===== src/rtl/key_cfg_pkg.sv =====
// Shared definitions for the front-panel configuration controller:
// FSM state encodings, key identifiers and default timing constants.
package key_cfg_pkg;

   typedef logic [2:0] state_t;

   localparam state_t ST_IDLE     = 3'd0;
   localparam state_t ST_APPLY    = 3'd1;
   localparam state_t ST_HOLD     = 3'd2;
   localparam state_t ST_REPEAT   = 3'd3;
   localparam state_t ST_WAIT_REL = 3'd4;

   localparam logic [1:0] KEY_MODE = 2'd0;
   localparam logic [1:0] KEY_UP   = 2'd1;
   localparam logic [1:0] KEY_DOWN = 2'd2;

   // Defaults assume a 50 MHz system clock
   localparam logic [19:0] DEB_MAX_DEF  = 20'd999_999;
   localparam logic [24:0] HOLD_MAX_DEF = 25'd24_999_999;
   localparam logic [22:0] REP_MAX_DEF  = 23'd4_999_999;

endpackage


===== src/rtl/key_debounce_lvl.sv =====
// Synchronises one active-low raw button and debounces it into a stable
// level plus a single-cycle press pulse on each debounced 1->0 transition.
module key_debounce_lvl
   import key_cfg_pkg::*;
#(
   parameter logic [19:0] DEB_MAX = DEB_MAX_DEF
)(
   input  logic clk,
   input  logic rst,
   input  logic key_raw,
   output logic level,
   output logic press
);

   logic [1:0]  sync_q;
   logic [19:0] cnt;
   logic        level_d;
   logic        sync;

   assign sync = sync_q[1];

   // Sync FFs reset to released so a key held across reset re-debounces
   always_ff @(posedge clk or posedge rst) begin
      if (rst) begin
         sync_q <= 2'b11;
      end else begin
         sync_q <= {sync_q[0], key_raw};
      end
   end

   always_ff @(posedge clk or posedge rst) begin
      if (rst) begin
         cnt     <= '0;
         level   <= 1'b1;
         level_d <= 1'b1;
      end else begin
         level_d <= level;
         if (sync == level) begin
            cnt <= '0;
         end else if (cnt == DEB_MAX) begin
            level <= sync;
            cnt   <= '0;
         end else begin
            cnt <= cnt + 20'd1;
         end
      end
   end

   assign press = level_d & ~level;

endmodule


===== src/rtl/key_cfg_ctrl.sv =====
// Front-panel key controller: arbitrates debounced MODE/UP/DOWN presses and
// sequences press, long-press and auto-repeat actions into mode/threshold.
module key_cfg_ctrl
   import key_cfg_pkg::*;
#(
   parameter int              NUM_MODES = 4,
   parameter int              MODE_W    = 2,
   parameter logic [19:0]     DEB_MAX   = DEB_MAX_DEF,
   parameter logic [24:0]     HOLD_MAX  = HOLD_MAX_DEF,
   parameter logic [22:0]     REP_MAX   = REP_MAX_DEF,
   parameter int              THR_W     = 8,
   parameter logic [THR_W-1:0] THR_DEF  = THR_W'(128),
   parameter logic [THR_W-1:0] THR_STEP = THR_W'(1)
)(
   input  logic              sys_clk,
   input  logic              sys_rst,
   input  logic              key_mode,
   input  logic              key_up,
   input  logic              key_down,
   output logic [MODE_W-1:0] mode,
   output logic [THR_W-1:0]  threshold,
   output logic              cfg_valid,
   output logic              busy
);

   localparam logic [MODE_W-1:0] MODE_LAST = MODE_W'(NUM_MODES - 1);

   logic [2:0]        level;
   logic [2:0]        press;
   state_t            state;
   logic [1:0]        key_id;
   logic [24:0]       hold_cnt;
   logic [22:0]       rep_cnt;
   logic              released;
   logic              do_action;
   logic [THR_W:0]    thr_sum;
   logic [THR_W-1:0]  thr_up;
   logic [THR_W-1:0]  thr_dn;
   logic [MODE_W-1:0] mode_inc;
   logic [MODE_W-1:0] mode_nxt;
   logic [THR_W-1:0]  thr_nxt;

   key_debounce_lvl #(.DEB_MAX(DEB_MAX)) u_deb_mode (
      .clk(sys_clk), .rst(sys_rst), .key_raw(key_mode),
      .level(level[KEY_MODE]), .press(press[KEY_MODE])
   );

   key_debounce_lvl #(.DEB_MAX(DEB_MAX)) u_deb_up (
      .clk(sys_clk), .rst(sys_rst), .key_raw(key_up),
      .level(level[KEY_UP]), .press(press[KEY_UP])
   );

   key_debounce_lvl #(.DEB_MAX(DEB_MAX)) u_deb_down (
      .clk(sys_clk), .rst(sys_rst), .key_raw(key_down),
      .level(level[KEY_DOWN]), .press(press[KEY_DOWN])
   );

   always_comb begin
      released = level[KEY_MODE];
      case (key_id)
         KEY_UP:   released = level[KEY_UP];
         KEY_DOWN: released = level[KEY_DOWN];
         default:  released = level[KEY_MODE];
      endcase
   end

   // Release takes priority over a terminal count landing in the same cycle
   always_comb begin
      do_action = 1'b0;
      case (state)
         ST_APPLY:  do_action = 1'b1;
         ST_HOLD:   do_action = !released && (hold_cnt == HOLD_MAX);
         ST_REPEAT: do_action = !released && (rep_cnt == REP_MAX);
         default:   do_action = 1'b0;
      endcase
   end

   always_comb begin
      mode_inc = (mode == MODE_LAST) ? '0 : mode + MODE_W'(1);
      thr_sum  = {1'b0, threshold} + {1'b0, THR_STEP};
      thr_up   = thr_sum[THR_W] ? '1 : thr_sum[THR_W-1:0];
      thr_dn   = (threshold < THR_STEP) ? '0 : threshold - THR_STEP;
      mode_nxt = mode;
      thr_nxt  = threshold;
      if (do_action) begin
         case (key_id)
            KEY_MODE: mode_nxt = mode_inc;
            KEY_UP:   thr_nxt  = thr_up;
            KEY_DOWN: thr_nxt  = thr_dn;
            default:  mode_nxt = mode;
         endcase
      end
   end

   // A saturated step leaves the value unchanged and so raises no cfg_valid
   always_ff @(posedge sys_clk or posedge sys_rst) begin
      if (sys_rst) begin
         mode      <= '0;
         threshold <= THR_DEF;
         cfg_valid <= 1'b0;
      end else begin
         mode      <= mode_nxt;
         threshold <= thr_nxt;
         cfg_valid <= (mode_nxt != mode) || (thr_nxt != threshold);
      end
   end

   always_ff @(posedge sys_clk or posedge sys_rst) begin
      if (sys_rst) begin
         state    <= ST_IDLE;
         key_id   <= KEY_MODE;
         hold_cnt <= '0;
         rep_cnt  <= '0;
      end else begin
         case (state)
            ST_IDLE: begin
               if (press[KEY_MODE]) begin
                  key_id <= KEY_MODE;
                  state  <= ST_APPLY;
               end else if (press[KEY_UP]) begin
                  key_id <= KEY_UP;
                  state  <= ST_APPLY;
               end else if (press[KEY_DOWN]) begin
                  key_id <= KEY_DOWN;
                  state  <= ST_APPLY;
               end
            end
            ST_APPLY: begin
               hold_cnt <= '0;
               state    <= (key_id == KEY_MODE) ? ST_WAIT_REL : ST_HOLD;
            end
            ST_HOLD: begin
               if (released) begin
                  state <= ST_IDLE;
               end else if (hold_cnt == HOLD_MAX) begin
                  hold_cnt <= '0;
                  rep_cnt  <= '0;
                  state    <= ST_REPEAT;
               end else begin
                  hold_cnt <= hold_cnt + 25'd1;
               end
            end
            ST_REPEAT: begin
               if (released) begin
                  state <= ST_IDLE;
               end else if (rep_cnt == REP_MAX) begin
                  rep_cnt <= '0;
               end else begin
                  rep_cnt <= rep_cnt + 23'd1;
               end
            end
            ST_WAIT_REL: begin
               if (released) begin
                  state <= ST_IDLE;
               end
            end
            default: state <= ST_IDLE;
         endcase
      end
   end

   assign busy = (state != ST_IDLE);

endmodule


===== config.mk =====
export PLATFORM = sky130hd
export DESIGN_NAME = key_cfg_ctrl
export DESIGN_NICKNAME = d
export VERILOG_FILES = /design/src/rtl/key_cfg_pkg.sv /design/src/rtl/key_debounce_lvl.sv /design/src/rtl/key_cfg_ctrl.sv
export SDC_FILE = /design/constraint.sdc
export NUM_CORES = 1
export LEC_CHECK = 0
export ABC_AREA = 0
export CAP_MARGIN = 25
export CORE_MARGIN = 10
export CORE_UTILIZATION = 58
export DETAILED_ROUTE_END_ITERATION = 12
export HOLD_SLACK_MARGIN = 0.02
export PLACE_DENSITY = 0.77
export RECOVER_POWER = 25
export SYNTH_ARGS = -nofsm -noshare
export SYNTH_HDL_FRONTEND = slang
export SYNTH_SLANG_ARGS = --single-unit

===== constraint.sdc =====
create_clock -name sys_clk -period 7.3 [get_ports sys_clk]
set_input_delay 1.46 -clock sys_clk [delete_from_list [all_inputs] [get_ports sys_clk]]
set_output_delay 1.46 -clock sys_clk [all_outputs]
set_load 0.03 [all_outputs]

# Word-level counts from Yosys, hierarchy flattened
# Cells that the tools add are included.
# word_totals
regBits	136
latch_bits	0
ramBits	0
rom_bits	0
input_bits	5
out_inout_bits	12
word_cells	112
memories	0
# classes
addsub	8
n_mul	0
div	0
n_lt_le_gt_ge	1
n_eq_ne	23
shift	0
muxes	34
n_bitwise	9
n_reduce_logical	18
# ops
cell	n
$mux W20	6
$mux W23	4
$add A20 B1 Y20 const B	3
$eq A20 B20 Y1 const B	3
$mux W25	2
$pmux W25 S2	1
$pmux W23 S2	1
$add A25 B1 Y25 const B	1
$eq A25 B25 Y1 const B	1
$mux W8	3
$add A23 B1 Y23 const B	1
$eq A23 B23 Y1 const B	1
$mux W3	7
$pmux W8 S2	1
$mux W2	6
$pmux W3 S4	1
$reduce_and A2 Y1	5
$add A8 B1 Y9 const B	1
$lt A8 B1 Y1 const B	1
$ne A8 B8 Y1	1
$sub A8 B1 Y8 const B	1
$eq A3 B2 Y1 const B	2
$ne A2 B2 Y1 const B	3
$not A1 Y1	6
23 further kinds	31

# Depth between registers and ports, before layout
# Gate-level depths: netlist of the first run.
# logic_depth
depth_word	8
depth_mapped	9
mapped_depth_nobuf	8

# Cells and area by module
# Synthesis of the first run repeated with hierarchy kept, for this count alone.
# hier_totals
hier_cells	823
hier_area_um2	7704.9
# by_module_without_submodules
mod	instances	cells_per_inst	area_each_um2	seq_area_each_um2
key_cfg_ctrl	1	493	4146.5	1602.8
key_debounce_lvl	3	110	1186.1	605.6

# Worst setup path before layout of the first run
# No wires, ideal clock.
# synth_path
kind	register -> output
from	register state[0]
to	output busy
arrival_ns	1.206
path_slack_ns	4.634
path_stages_with_launch	4
path_buffers	1
path_cell_list	dfrtp_1 clkbuf_1 nor3_1 inv_1
# synth_via
elab_chain_cells	1
# synth_rtl
element	line_no	text
start, declared	key_cfg_ctrl.sv:30	state_t state;
start signal, assigned	key_cfg_ctrl.sv:130	state <= (key_id == KEY_MODE) ? ST_WAIT_REL : ST_HOLD;
$reduce_bool A3 Y1	key_cfg_ctrl.sv:162	assign busy = (state != ST_IDLE);
end, declared	key_cfg_ctrl.sv:23	output logic busy
# Every way passes these cells.

==> qor.tcl, run 1 <==
set qor(run_status) {complete, but fails checks}
set qor(failing_checks) {capacitance limit, slew limit}
set qor(post_layout_nonfiller_instances) 979
set qor(grt_setup_unrepaired) {false}
set qor(synth_area_per_cell_um2) 9.28
set qor(layout.area.seq_um2) 3420
set qor(worst_path_largest_cell_delay_ps) 1810
set qor(dpl-instance-area_um2) 7570
set qor(min-delay-path-class) {reg -> reg}
set qor(layout-drive-gt1-share_pct) 7.64
set qor(via_count) 5781
set qor(cts-htree-levels) 4
set qor(cts_max_path_buffers) 2
set qor(placementRows) 40
set qor(post_cts_setup_buffer_count) 0
set qor(clock_transition_at_the_register_clock_pins_on_the_worst_setup_and_hold_paths_after_cts_ps) 50
set qor(n_antenna_cell) 0
set qor(synth_top_cells_by_count) {sky130_fd_sc_hd__nor2_1 (144), sky130_fd_sc_hd__dfrtp_1 (123), sky130_fd_sc_hd__xnor2_1 (55)}
set qor(holdCritStartpoint) {u_deb_up.sync_q[0]}
set qor(final_min_period_over_clock_period_pct) 58.8
set qor(worstPathBufferInverterCount) 3
set qor(grt.overflow.total) 0
set qor(crit_fanout) 77
set qor(tightest_slew_ps) 3230
set qor(grt_antenna_before_repair) 0
set qor(synth_top_area_share_pct) 42.1
set qor(worst_ep_arrival_time_ps) 4750
set qor(critical_path.slowest_cell) {sky130_fd_sc_hd__clkinvlp_2}
set qor(tritoncts.num_buffers) 17
set qor(static-leakage-power_nw) 3.41
set qor(postSynthNetCount) 805
set qor(worst-r2r-setup-slack_ps) 4410
set qor(initialDrtViolationCount) 626
set qor(count_of_tritonroute_iterations_in_the_first_routing_pass) 5
set qor(coreArea_um2) 12200
set qor(synthesis.instances) 789
set qor(dp.final_hpwl_um) 10100
set qor(ys_async_sr_fraction_pct) 100
set qor(routed_via_density) 5.91
set qor(post_cts.resized_instances) 0
set qor(number_of_enable_flip_flop_cells_after_synthesis) 0
set qor(timing_max_transition_violations_final) 78
set qor(die_w_um) 132
set qor(tot_gr_track_use_pct) 18.1
set qor(floorplan.initialDensity_pct) 60.2
set qor(multiInputGateArea_um2) 3660
set qor(pin_count_of_the_biggest_net_entering_global_routing) 78
set qor(finalSetupViolations) 0
set qor(irDropWorstVdd_v) 0.000180
set qor(most_frequently_used_cell_type_in_the_post_synthesis_netlist) {sky130_fd_sc_hd__nor2_1}
set qor(finish.net_count) 814
set qor(post_synth_instance_area_um2) 7320
set qor(max_freq_mhz) 233
set qor(clock_tree_root_driver_cell) {sky130_fd_sc_hd__clkbuf_16}
set qor(critPathLaunchType) {input pin}
set qor(ys_ff_latch) 136
set qor(top_ports) 17
set qor(cap_viol_max_count) 1
set qor(tritoncts) {yes}
set qor(dieHeight_um) 132
set qor(antenna_left) 0
set qor(synth_area_leader_cell) {sky130_fd_sc_hd__dfrtp_1}
set qor(rr_worst_depth) 8
set qor(r2r-end) {hold_cnt[23]}
set qor(ys_warn_count) 0
set qor(first_global_vias) 5670
set qor(count_of_cells_along_the_worst_hold_path) 0
set qor(timing.critical_path.max_delay_family) {buffers and inverters}
set qor(routabilityCongestion) 0.921
set qor(area.growth.synth_to_final_pct) 11.4
set qor(hold_violations) 0
set qor(synth.top_cells.by_area) {sky130_fd_sc_hd__dfrtp_1 (42%), sky130_fd_sc_hd__nor2_1 (7.4%), sky130_fd_sc_hd__xnor2_1 (6.6%), sky130_fd_sc_hd__dfstp_2 (4.7%), sky130_fd_sc_hd__xor2_1 (4.4%)}
set qor(drcViolationCount) 0
set qor(filler_cell_count) 939
set qor(layout.cell_area.non_filler_um2) 8160
set qor(cp_cell_sequence) {dlygate4sd3_1, clkinvlp_2, buf_4}
set qor(design.die.area_um2) 17500
set qor(ys_dominant_reg_cell) {sky130_fd_sc_hd__dfrtp_1}
set qor(criticalPathCategory) {in -> async}
set qor(detail_route.wirelength_um) 15500
set qor(numPlacedInstances) 947
set qor(timing.hold.ws_ps) 357
set qor(timing.hold.worst_endpoint) {u_deb_up.sync_q[1]}
set qor(cp_data_required_time_ps) 7760
set qor(synth.yosys.seq_area_share_pct) 46.7
set qor(post_synth_num_cell_types) 71
set qor(worst_slew_margin_rel_pct) -116
set qor(average_wire_per_standard_cell_um) 15.9
set qor(clock-sinks) 136
set qor(clock_latency_ps) 420
set qor(grt_pass1_wl_um) 27000
set qor(hold_buffers) 0
set qor(power_density_nw_per_um2) 202
set qor(r2r_start) {key_id[1]}
set qor(power_mw) 1.65
set qor(placement.io_buffers) 16
set qor(finalClockSkew_ps) 8.58
set qor(setup-tns-final_ps) 0
set qor(period_needed_ps) 4290
set qor(timing.critical_path.to_type) {async pin}
## power breakdown
| part | internal (mW) | switching (mW) | leakage, nW |
|---|---|---|---|
| logic | 0.00642 | 0.0231 | 1.28 |
| clock network | 0.544 | 0.306 | 0.282 |
| registers | 0.762 | 0.00538 | 1.85 |
## layer usage
layer / track usage [%] / vias up / routed length [um]
li1: - / 2762 / -
met1: 22.6 / 2834 / 6810
met2: 29.8 / 154 / 7740
met3: 4.80 / 31 / 709
met4: 5.93 / 0 / 292
met5: 0 / - / 0
## cell families after synthesis
kind of cell               Yosys count  share of synthesized area (%)
AOI/OAI and AO/OA                   96                           8.75
xor gates and xnor gates            92                           11.0
adders and majority gates           11                           1.88
buffers and inverters               57                           3.30
DFF                                136                           46.7
muxes                                3                          0.462
and+or+nand+nor                    394                           27.9
## layout by cell type, fill, tap and decap left out, types with 11 or more instances in the layout
| cell type | count |
|---|---|
| sky130_fd_sc_hd__nand2_1 | 51 |
| sky130_fd_sc_hd__nand3_1 | 46 |
| sky130_fd_sc_hd__nor3_1 | 26 |
| sky130_fd_sc_hd__xnor2_1 | 55 |
| sky130_fd_sc_hd__nor4_1 | 13 |
| sky130_fd_sc_hd__clkbuf_16 | 17 |
| sky130_fd_sc_hd__a21oi_1 | 24 |
| sky130_fd_sc_hd__nor2_1 | 144 |
| sky130_fd_sc_hd__ha_1 | 11 |
| sky130_fd_sc_hd__and3_1 | 19 |
| sky130_fd_sc_hd__xor2_1 | 37 |
| sky130_fd_sc_hd__nand4_1 | 19 |
| sky130_fd_sc_hd__clkdlybuf4s50_1 | 12 |
| sky130_fd_sc_hd__o21ai_0 | 23 |
| sky130_fd_sc_hd__dfrtp_1 | 123 |
| sky130_fd_sc_hd__nand2b_1 | 11 |
| sky130_fd_sc_hd__inv_1 | 28 |
## worst max-delay path by stage
stage                  start                 end  slack, ps  cells past startpoint
floorplan            sys_rst           cfg_valid       2220                      1
CTS                 state[2]                busy       3630                      3
global route         sys_rst   u_deb_mode.cnt[8]       2500                      3
global placement     sys_rst  u_deb_mode.cnt[10]       3920                      3
finish               sys_rst         hold_cnt[7]       3010                      3
detailed placement   sys_rst        hold_cnt[13]       3860                      3
## per-stage QoR
stage | utilization [%] | worst slack (ps)
floorplan | - | 2220
global placement | 62.3 | 3920
detailed placement | 62.3 | 3860
CTS | 67.1 | 3630
global route | 67.1 | 2500
finish | 67.1 | 3010
## sequential cells by signal (all words and copies together), names as in the netlist
register / flops
hold_cnt: 25
rep_cnt: 23
u_deb_down.cnt: 20
u_deb_mode.cnt: 20
u_deb_up.cnt: 20
threshold: 8
state: 3
key_id: 2
mode: 2
u_deb_down.sync_q: 2
u_deb_mode.sync_q: 2
u_deb_up.sync_q: 2
cfg_valid: 1
u_deb_down.level: 1
u_deb_down.level_d: 1
u_deb_mode.level: 1
u_deb_mode.level_d: 1
u_deb_up.level: 1
u_deb_up.level_d: 1
## worst register-to-register path, delay by kind of cell, from the launching register on
| family | cells | cell delay (ps) |
|---|---|---|
| AO/OA/AOI/OAI | 3 | 1280 |
| adder cells (fa/ha/maj) | 1 | 390 |
| flip-flops | 1 | 370 |
| AND/OR/NAND/NOR | 2 | 450 |
| buffers and inverters | 1 | 70 |
| XOR/XNOR | 1 | 210 |
## cell type report
class	count	share of cell area [%]
Clock buffer	24	5.66
Clock inverter	8	1.49
Inverter	29	1.35
Multi-Input combinational cell	596	44.9
Sequential cell	136	41.9
Tap cell	168	2.58
Timing Repair Buffer	18	2.15
No activity file was read; power rests on OpenSTA's default activity.
==> run 2: changes to the inputs <==
--- a/config.mk
+++ b/config.mk
@@ -8,10 +8,10 @@
 export ABC_AREA = 0
 export CAP_MARGIN = 25
 export CORE_MARGIN = 10
-export CORE_UTILIZATION = 58
+export CORE_UTILIZATION = 56
 export DETAILED_ROUTE_END_ITERATION = 12
 export HOLD_SLACK_MARGIN = 0.02
-export PLACE_DENSITY = 0.77
+export PLACE_DENSITY = 0.78
 export RECOVER_POWER = 25
 export SYNTH_ARGS = -nofsm -noshare
 export SYNTH_HDL_FRONTEND = slang
==> constraint.sdc (replaced) <==
create_clock -name sys_clk -period 3.8 [get_ports sys_clk]
set_input_delay 0.76 -clock sys_clk [delete_from_list [all_inputs] [get_ports sys_clk]]
set_output_delay 0.76 -clock sys_clk [all_outputs]
set_load 0.03 [all_outputs]
==> qor.tcl, run 2 (same netlist as run 1, synthesis figures left out) <==
set qor(cts_max_path_buffers) 2
set qor(hold_buffers) 0
set qor(crit_fanout) 14
set qor(count_of_tritonroute_iterations_in_the_first_routing_pass) 6
set qor(layout_common_cells) {sky130_fd_sc_hd__nor2_1 (144), sky130_fd_sc_hd__dfrtp_1 (123), sky130_fd_sc_hd__xnor2_1 (55)}
set qor(floorplan.initialDensity_pct) 57.5
set qor(largest_register_by_flop_count) {hold_cnt}
set qor(grt_antenna_before_repair) 0
set qor(detail_route.wirelength_um) 15000
set qor(clock_tree_root_driver_cell) {sky130_fd_sc_hd__clkbuf_16}
set qor(pin_count_of_the_biggest_net_entering_global_routing) 137
set qor(antenna_left) 0
set qor(criticalPathCategory) {reg -> out}
set qor(irDropWorstVdd_v) 0.000355
set qor(worst_slew_margin_rel_pct) -18.9
set qor(grt_pass1_wl_um) 26900
set qor(largestRegisters) {hold_cnt x25, rep_cnt x23}
set qor(worst-r2r-setup-slack_ps) 1020
set qor(power_density_nw_per_um2) 394
set qor(grt.overflow.total) 0
set qor(timing.critical_path.to_type) {output port}
set qor(post_cts.resized_instances) 0
set qor(largest_reg_flops) 25
set qor(run_status) {complete, but fails checks}
set qor(tot_gr_track_use_pct) 17.7
set qor(average_wire_per_standard_cell_um) 15.3
set qor(routabilityCongestion) 0.893
set qor(clock-sinks) 136
set qor(design.die.area_um2) 18000
set qor(rr_worst_depth) 8
set qor(post_cts_setup_buffer_count) 0
set qor(worst_ep_arrival_time_ps) 2190
set qor(placementRows) 41
set qor(min-delay-path-class) {reg -> reg}
set qor(tightest_slew_ps) 1780
set qor(initialDrtViolationCount) 507
set qor(tritoncts.num_buffers) 17
set qor(finalSetupViolations) 0
set qor(die_w_um) 134
set qor(hold_violations) 0
set qor(max_freq_mhz) 339
set qor(final_core_utilization_pct) 64.5
set qor(timing.hold.ws_ps) 357
set qor(placement.io_buffers) 16
set qor(timing.critical_path.max_delay_family) {buffers and inverters}
set qor(first_global_vias) 5775
set qor(final_common_cell) {sky130_fd_sc_hd__nor2_1}
set qor(routed_via_density) 5.79
set qor(coreArea_um2) 12700
set qor(dpl-instance-area_um2) 7600
set qor(critical_path.slowest_cell) {sky130_fd_sc_hd__clkdlybuf4s50_1}
set qor(finish.net_count) 815
set qor(final_min_period_over_clock_period_pct) 77.7
set qor(clock_transition_at_the_register_clock_pins_on_the_worst_setup_and_hold_paths_after_cts_ps) 60
set qor(top_ports) 17
set qor(failing_checks) {capacitance limit, slew limit}
set qor(n_antenna_cell) 0
set qor(area.growth.synth_to_final_pct) 12.0
set qor(worst_path_largest_cell_delay_ps) 620
set qor(timing_max_transition_violations_final) 137
set qor(worstPathBufferInverterCount) 2
set qor(layout.cell_area.non_filler_um2) 8200
set qor(grt_setup_unrepaired) {false}
set qor(dp.final_hpwl_um) 10000
set qor(tritoncts) {yes}
set qor(via_count) 5698
set qor(static-leakage-power_nw) 3.44
set qor(drcViolationCount) 0
set qor(critPathLaunchType) {flop}
set qor(cap_viol_max_count) 1
set qor(setup-tns-final_ps) 0
set qor(cp_data_required_time_ps) 3040
set qor(worst_setup_path_startpoint) {state[2]}
set qor(period_needed_ps) 2950
set qor(dieHeight_um) 134
set qor(cp-endpoint) {busy}
set qor(layout-drive-gt1-share_pct) 8.74
set qor(clock_latency_ps) 420
set qor(finalClockSkew_ps) 7.19
set qor(cp_cell_sequence) {nor3_1, inv_1, clkdlybuf4s50_1}
set qor(r2r_start) {key_id[1]}
set qor(worst-path-stages) 3
set qor(r2r-end) {threshold[5]}
set qor(cts-htree-levels) 4
[run 2: cell count changes in the layout (fill, tap and decap cells not counted), moves of 2 or more]
cell                       change
sky130_fd_sc_hd__clkbuf_1      -5
sky130_fd_sc_hd__inv_6         +4
sky130_fd_sc_hd__or2_0         -2
sky130_fd_sc_hd__clkinv_4      +2
sky130_fd_sc_hd__or2_2         +2
[run 2: worst register-to-register path, delay by kind of cell (launching register included)]
family          cells  cell delay [ps]
compound gates      4             1260
flops               1              370
buf+inv             1               70
fa+ha+maj           1              370
simple gates        2              610
[run 2: worst min path at each step]
stage	start	end	cells past startpoint	slack, ps
6_report	u_deb_up.sync_q[0]	u_deb_up.sync_q[1]	0	360
5_1_grt	u_deb_down.sync_q[0]	u_deb_down.sync_q[1]	0	360
4_1_cts	u_deb_up.sync_q[0]	u_deb_up.sync_q[1]	0	360
3_5_place_dp	u_deb_down.sync_q[0]	u_deb_down.sync_q[1]	0	350
3_3_place_gp	u_deb_mode.sync_q[0]	u_deb_mode.sync_q[1]	0	350
2_1_floorplan	u_deb_down.sync_q[0]	u_deb_down.sync_q[1]	0	350
[run 2: metal layers]
layer	vias up	part of all wire [%]	GRT usage [%]
met5	-	0	0
met4	0	1.9	6.77
met3	34	3.7	4.37
met2	122	49	29.3
met1	2776	45	21.9
li1	2766	-	-
[run 2: report_power, final]
group,internal (mW),leakage (nW),total (mW),switching (mW)
logic,0.0126,1.29,0.0566,0.0440
registers,1.46,1.85,1.47,0.00982
clock network,1.06,0.299,1.70,0.643
total,2.53,3.44,3.23,0.697
[run 2: area by class of cell]
class,count,area [um^2]
Clock buffer,19,443
Clock inverter,13,169
Sequential cell,136,3420
Fill cell,1057,4520
Multi-Input combinational cell,596,3660
Timing Repair Buffer,19,183
Tap cell,172,215
Inverter,29,113
[run 2: through the flow]
stage	worst slack [ps]	instances	total power [mW]
finish	846	984	3.23
global route	683	984	3.34
detailed placement	1020	952	1.56
global placement	1090	952	1.56
floorplan	1320	789	1.54
CTS	799	984	3.26
